**config.mk**
```make
export PLATFORM = sky130hd
export DESIGN_NAME = time_setter
export DESIGN_NICKNAME = d
export VERILOG_FILES = /design/src/rtl/time_setter.sv
export SDC_FILE = /design/constraint.sdc
export NUM_CORES = 1
export LEC_CHECK = 0
export ABC_CLOCK_PERIOD_IN_PS = 6180
export CAP_MARGIN = 5
export CORE_MARGIN = 4
export CORE_UTILIZATION = 42
export DETAILED_ROUTE_END_ITERATION = 6
export GPL_ROUTABILITY_DRIVEN = 0
export PLACE_DENSITY = 0.65
export SLEW_MARGIN = 20
export SYNTH_ARGS = -nofsm -noshare
export SYNTH_HDL_FRONTEND = slang
export SYNTH_SLANG_ARGS = --single-unit
```
**constraint.sdc**
```tcl
create_clock -name orig_clk -period 6.18 [get_ports orig_clk]
set_input_delay 0.927 -clock orig_clk [delete_from_list [all_inputs] [get_ports orig_clk]]
set_output_delay 0.927 -clock orig_clk [all_outputs]
set_load 0.03 [all_outputs]
```
**src/rtl/time_setter.sv**
```systemverilog
// Time-limit entry for time mode 2: debounced up/down/ok buttons edit a
// countdown limit, confirm publishes max_time with a one-cycle start pulse.
module time_setter #(
    parameter int DEBOUNCE_CYCLES = 1000000,
    parameter int STEP            = 5,
    parameter int MIN_TIME        = 5,
    parameter int MAX_LIMIT       = 255,
    parameter int DEFAULT_TIME    = 60
) (
    input  logic       orig_clk,
    input  logic       reset,
    input  logic       btn_up,
    input  logic       btn_down,
    input  logic       btn_ok,
    output logic [7:0] max_time,
    output logic       start,
    output logic       locked,
    output logic [3:0] set_hundreds,
    output logic [3:0] set_tens,
    output logic [3:0] set_ones
);

    localparam int CNT_W =
        (DEBOUNCE_CYCLES > 2) ? $clog2(DEBOUNCE_CYCLES) : 1;
    localparam logic [CNT_W-1:0] CNT_LAST = CNT_W'(DEBOUNCE_CYCLES - 1);
    localparam logic [8:0] STEP9 = 9'(STEP);
    localparam logic [8:0] MIN9  = 9'(MIN_TIME);
    localparam logic [8:0] MAX9  = 9'(MAX_LIMIT);
    localparam logic [7:0] DEF8  = 8'(DEFAULT_TIME);

    typedef enum logic {EDIT, ARMED} state_t;

    state_t           state, state_n;
    logic [7:0]       edit_val, edit_n;
    logic [7:0]       max_n;
    logic             start_n;

    // bit 0 = up, bit 1 = down, bit 2 = ok
    logic [2:0]       raw;
    logic [2:0]       sync_a, sync_b;
    logic [2:0]       deb, deb_q;
    logic [CNT_W-1:0] cnt [3];
    logic [2:0]       press;

    assign raw   = {btn_ok, btn_down, btn_up};
    assign press = deb & ~deb_q;

    always_ff @(posedge orig_clk or posedge reset) begin
        if (reset) begin
            sync_a <= '0;
            sync_b <= '0;
            deb    <= '0;
            deb_q  <= '0;
            for (int i = 0; i < 3; i++) cnt[i] <= '0;
        end else begin
            sync_a <= raw;
            sync_b <= sync_a;
            deb_q  <= deb;
            for (int i = 0; i < 3; i++) begin
                if (sync_b[i] != deb[i]) begin
                    if (cnt[i] == CNT_LAST) begin
                        deb[i] <= sync_b[i];
                        cnt[i] <= '0;
                    end else begin
                        cnt[i] <= cnt[i] + 1'b1;
                    end
                end else begin
                    cnt[i] <= '0;
                end
            end
        end
    end

    // Nine-bit arithmetic so neither end of the range wraps.
    logic [8:0] up_sum;
    logic       dn_room;
    logic [7:0] inc_val, dec_val;

    assign up_sum  = {1'b0, edit_val} + STEP9;
    assign dn_room = {1'b0, edit_val} >= (MIN9 + STEP9);
    assign inc_val = (up_sum > MAX9) ? MAX9[7:0] : up_sum[7:0];
    assign dec_val = dn_room ? (edit_val - STEP9[7:0]) : MIN9[7:0];

    always_ff @(posedge orig_clk or posedge reset) begin
        if (reset) begin
            state    <= EDIT;
            edit_val <= DEF8;
            max_time <= DEF8;
            start    <= 1'b0;
        end else begin
            state    <= state_n;
            edit_val <= edit_n;
            max_time <= max_n;
            start    <= start_n;
        end
    end

    always_comb begin
        state_n = state;
        edit_n  = edit_val;
        max_n   = max_time;
        start_n = 1'b0;
        unique case (state)
            EDIT: begin
                if (press[2]) begin
                    max_n   = edit_val;
                    start_n = 1'b1;
                    state_n = ARMED;
                end else if (press[0] && !press[1]) begin
                    edit_n = inc_val;
                end else if (press[1] && !press[0]) begin
                    edit_n = dec_val;
                end
            end
            ARMED: begin
                if (press[2]) state_n = EDIT;
            end
            default: state_n = EDIT;
        endcase
    end

    assign locked       = (state == ARMED);
    assign set_hundreds = 4'(edit_val / 8'd100);
    assign set_tens     = 4'((edit_val % 8'd100) / 8'd10);
    assign set_ones     = 4'(edit_val % 8'd10);

endmodule
```
Yosys cells after proc, flatten, opt, wreduce, memory -nomap -nowiden:

Index checks and enable logic that the tools add are counted.

* memory bits (writable): 0
* output and inout port bits: 22
* bits in latches: 0
* memory bits (read-only): 0
* memories kept: 0
* word-level logic and storage cells: 58
* register bits after elaboration: 90
* input bits: 5

* divide/modulo/power cells: 4
* multiplexer cells: 14
* $mul: 0
* shifts and indexed selects: 0
* $lt $le $gt $ge: 2
* bitwise gates (word level): 4
* reduce and logical (&&, ||, !) cells: 10
* eq/ne operators: 6
* add/subtract/negate cells: 5

Operators by type and width (count)
* two-way mux 20 bit: 6
* adder 20 x 1 -> 20 bit (second input constant): 3
* == test 20 bit (second input constant): 3
* two-way mux 8 bit: 4
* adder 8 x 3 -> 9 bit (second input constant): 1
* > comparator 9 x 8 -> 1 bit (second input constant): 1
* divider 8 x 4 -> 8 bit (second input constant): 1
* divider 8 x 7 -> 8 bit (second input constant): 1
* greater-or-equal comparator 8 x 4 -> 1 bit (second input constant): 1
* remainder unit 8 x 4 -> 8 bit (second input constant): 1
* remainder unit 8 x 7 -> 8 bit (second input constant): 1
* AND reduction 2 bit: 4
* subtractor 8 x 3 -> 8 bit (second input constant): 1
* AND 3 bit: 1
* two-way mux 1 bit: 3
* inequality test 1 bit: 3
* NOT 3 bit: 1
* AND reduction 3 bit: 1
* logical AND 1 bit: 2
* zero test 1 bit: 2
* NOT 1 bit: 2
* case mux 1 bit (2 select lines): 1
* nonzero test 2 bit: 1

Logic depth before layout (Yosys ltp):

* depth in word-level cells: 6
* gate-level depth with buffers: 10
* depth with buffers taken out: 8

Worst setup path before layout:

OpenSTA, ideal clock, no wires.

* path type: reg2out
* from: register edit_val[5]
* to: output port set_ones[3]
* slack: 2896 ps
* stages on the path, launching flop included: 10
* buffers on the path: 1
* data required time: 5253 ps
* arrival time: 2357 ps
* path through: dfstp_2 clkbuf_1 nand2b_1 xnor2_1 a221oi_1 o21ai_0 a21oi_1 ha_1 nor2_1 xnor2_1

* longest elaborated chain between the ends: 1

RTL lines
* from (decl): line 34 `logic [7:0] edit_val, edit_n;`
* from (signal assigned): line 92 `edit_val <= edit_n;`
* remainder unit 8 x 4 -> 8 bit: line 125 `assign set_ones = 4'(edit_val % 8'd10);`
* to (decl): line 20 `output logic [3:0] set_ones`

Every way passes these cells.

Final worst setup path:

* from: register edit_val[7]
* to: output port set_ones[2]

Same word-level chain as after synthesis.

==> impl_metrics.sql <==
INSERT INTO impl_metrics (metric_group, metric, value, unit) VALUES
('yosys', 'synth_compound_gate_area_share', '10.7', '%'),
('finish', 'highest_count_cells_in_the_layout_ignoring_fill_and_taps', 'nor2_1 (86), dfrtp_1 (82), nand2_1 (41)', ''),
('worst_setup_path', 'ff2ff_setup_slack', '3.92', 'ns'),
('pwr', 'share_clk_of_total_power', '47.2', '%'),
('clock_tree', 'cts.root.buffer_cell', 'clkbuf_16', ''),
('finish', 'area_growth', '12.2', '%'),
('sta', 'slew_violations', '0', ''),
('yosys', 'synth_mux_area_share', '3.07', '%'),
('worst_setup_path', 'crit_start', 'edit_val[7]$_DFFE_PP0P_', ''),
('sta', 'report.final.setup_viol', '0', ''),
('yosys', 'synth-edff-count', '0', ''),
('job', 'cap_viol_max_count', '0', ''),
('sta', 'setup-tns-final', '0', 'ns'),
('sta', 'timing.clock.skew', '0.0109', 'ns'),
('die', 'floorplan.die.width', '117', 'um'),
('yosys', 'synth_largest_area_cell', 'dfrtp_1', ''),
('yosys', 'postSynthAreaPerCell', '9.19', 'sq um'),
('clock_tree', 'cts_repair_resize_count', '0', ''),
('global_routing', 'grt_antenna_before_repair', '0', ''),
('finish', 'n_antenna_cell', '0', ''),
('yosys', 'yosys.area_share.xor_xnor', '11.2', '%'),
('worst_setup_path', 'largest_fanout_of_any_net_on_the_critical_path', '30', ''),
('worst_setup_path', 'depth_of_the_worst_register_to_register_path', '6', ''),
('sta', 'relSlewSlack', '39.2', '%'),
('sta', 'tightestPinTransition', '0.912', 'ns'),
('clock_tree', 'htree_num_levels', '3', ''),
('yosys', 'yosys_warnings', '0', ''),
('worst_setup_path', 'timing.critical_path.from_type', 'flip-flop', ''),
('clock_tree', 'cts-root-to-sink-buffers', '2', ''),
('worst_setup_path', 'path_class', 'flip-flop to output port', ''),
('die', 'floorplan.die.height', '117', 'um'),
('routing', 'drt_pre_antenna_iters', '4', ''),
('yosys', 'synth_cell_type_count', '56', ''),
('yosys', 'yosysTopAreaCellShare', '40.9', '%'),
('min_path', 'class_of_the_worst_hold_path', 'flip-flop to flip-flop', ''),
('pwr', 'max-vdd-ir-drop', '166', 'uV'),
('worst_setup_path', 'critical_path.reg2reg.endpoint', 'edit_val[2]$_DFFE_PP1P_', ''),
('run_status', 'status', 'completed', ''),
('pwr', 'comb_power_share', '2.7', '%'),
('clock_tree', 'cts-buffers-inserted', '9', ''),
('finish', 'drive_gt1_share', '7.93', '%'),
('routing', 'wl', '9710', 'um'),
('sta', 'post-route-period-util', '69.2', '%'),
('pwr', 'netSwitchingPower', '0.245', 'mW'),
('clock_tree', 'clock_sink_count', '90', ''),
('die', 'floorplan.rows', '39', ''),
('routing', 'drt_iter0_drc', '263', ''),
('routing', 'avgRoutedWirePerCell', '13.9', 'um'),
('clock_tree', 'worst_setup_hold_path_clk_slew', '0.06', 'ns'),
('routing', 'postRouteAntennaNets', '0', ''),
('yosys', 'synthFlopType', 'dfrtp_1', ''),
('pwr', 'seqPwrFrac', '50.2', '%'),
('finish', 'fin_nets', '565', ''),
('pwr', 'p_leak', '2.29', 'nW'),
('clock_tree', 'post-cts-setup-buffer-count', '0', ''),
('pwr', 'power_density', '213', 'nW/um^2'),
('yosys', 'dominant_combinational_cell_family_by_area_after_synthesis', 'simple AND/OR/NAND/NOR gates', ''),
('die', 'floorplan.core_area', '11600', 'sq um'),
('yosys', 'ys_top_cells_by_area', 'dfrtp_1 (41%), nor2_1 (6.4%), xnor2_1 (5.8%), xor2_1 (5.4%), dfstp_2 (4.2%)', ''),
('yosys', 'synthesis.area', '5010', 'sq um'),
('finish', 'sequential_cell_area', '2260', 'sq um'),
('worst_setup_path', 'worst_ep_arrival_time', '3.35', 'ns'),
('die', 'boundaryPins', '27', ''),
('routing', 'route.detailed.drc', '0', ''),
('yosys', 'ys_ff_latch', '90', ''),
('die', 'start_util', '43.3', '%'),
('global_routing', 'track_usage', '14.9', '%'),
('yosys', 'synthArstFlopShare', '100', '%'),
('placed_design', 'hpwl_detailed', '6460', 'um'),
('finish', 'fin_util', '48.6', '%'),
('yosys', 'area_share_of_fa_ha_maj_cells_after_synthesis', '2.50', '%');
## critical path, cell delays in order (launching register included)
cell and delay (ns):
dfrtp_1 0.94, nand2b_1 0.35, xnor2_1 0.11, a221oi_1 0.27, o21ai_0 0.11, a21oi_1 0.19, ha_1 0.26, mux2i_1 0.12
clkdlybuf4s50_1 0.68
## synthesized netlist by cell type (6+ instances only)
master	instances
nor2_1	86
dfrtp_1	82
nand2_1	41
xnor2_1	33
xor2_1	31
nand3_1	23
clkbuf_1	21
o21ai_0	21
inv_1	17
a21oi_1	14
nor3_1	12
mux2_2	11
and3_1	10
ha_1	10
nand4_1	10
buf_2	9
nor4_1	9
dfstp_2	8
a31oi_1	6
nor2b_1	6
## metal layers
metal | up-vias | routed length (um) | GRT usage (%)
li1 | 1877 | - | -
met1 | 1836 | 4720 | 21.2
met2 | 70 | 4540 | 22.8
met3 | 10 | 340 | 3.08
met4 | 0 | 109 | 4.89
met5 | - | 0 | 0
## metrics by stage
step                power [mW]  area (sq um)  hold WS, ns  cells  worst slack, ns
floorplan                0.636          5010        0.331    546             2.90
global placement         0.644          5300        0.335    682             2.36
detailed placement       0.645          5300        0.336    682             2.28
CTS                       1.21          5620        0.350    698             1.92
global route              1.24          5620        0.358    698             1.62
finish                    1.20          5620        0.349    698             1.90
## worst min-delay path by stage
stage / from / endpoint / slack [ns] / cells past startpoint
global placement: sync_a[2]$_DFF_PP0_ / sync_b[2]$_DFF_PP0_ / 0.33 / 0
finish: sync_a[2]$_DFF_PP0_ / sync_b[2]$_DFF_PP0_ / 0.35 / 0
floorplan: sync_a[0]$_DFF_PP0_ / sync_b[0]$_DFF_PP0_ / 0.33 / 0
CTS: sync_a[2]$_DFF_PP0_ / sync_b[2]$_DFF_PP0_ / 0.35 / 0
detailed placement: sync_a[2]$_DFF_PP0_ / sync_b[2]$_DFF_PP0_ / 0.34 / 0
global route: sync_a[2]$_DFF_PP0_ / sync_b[2]$_DFF_PP0_ / 0.36 / 0
## cells by family after synthesis
group / count (synthesis)
simple gates: 235
flops: 90
compound gates: 81
xor+xnor: 64
buf+inv: 50
mux: 14
fa+ha+maj: 10
other cells: 1
## sequential cells by signal (all words and copies together), names as in the netlist
| name | flops |
|---|---|
| sync_a | 3 |
| max_time | 8 |
| edit_val | 8 |
| cnt | 60 |
| deb | 3 |
| deb_q | 3 |
| sync_b | 3 |
| locked | 1 |
| start | 1 |
## power groups by stage
stage          combinational (mW)  sequential, mW  clock [mW]
2_1_floorplan              0.0257           0.610           0
3_3_place_gp               0.0330           0.611           0
6_report                   0.0320           0.601       0.565
3_5_place_dp               0.0335           0.611           0
5_1_grt                    0.0374           0.602       0.603
4_1_cts                    0.0336           0.601       0.576
## cell type report
| class | instances | area share, % |
|---|---|---|
| tap | 143 | 3.18 |
| multi-input combinational | 406 | 45.2 |
| sequential | 90 | 40.2 |
| timing repair buffer | 26 | 4.54 |
| clock buffer | 13 | 4.81 |
| inverter | 17 | 1.16 |
| clock inverter | 3 | 0.824 |
Power figures use the tool's default switching activity.
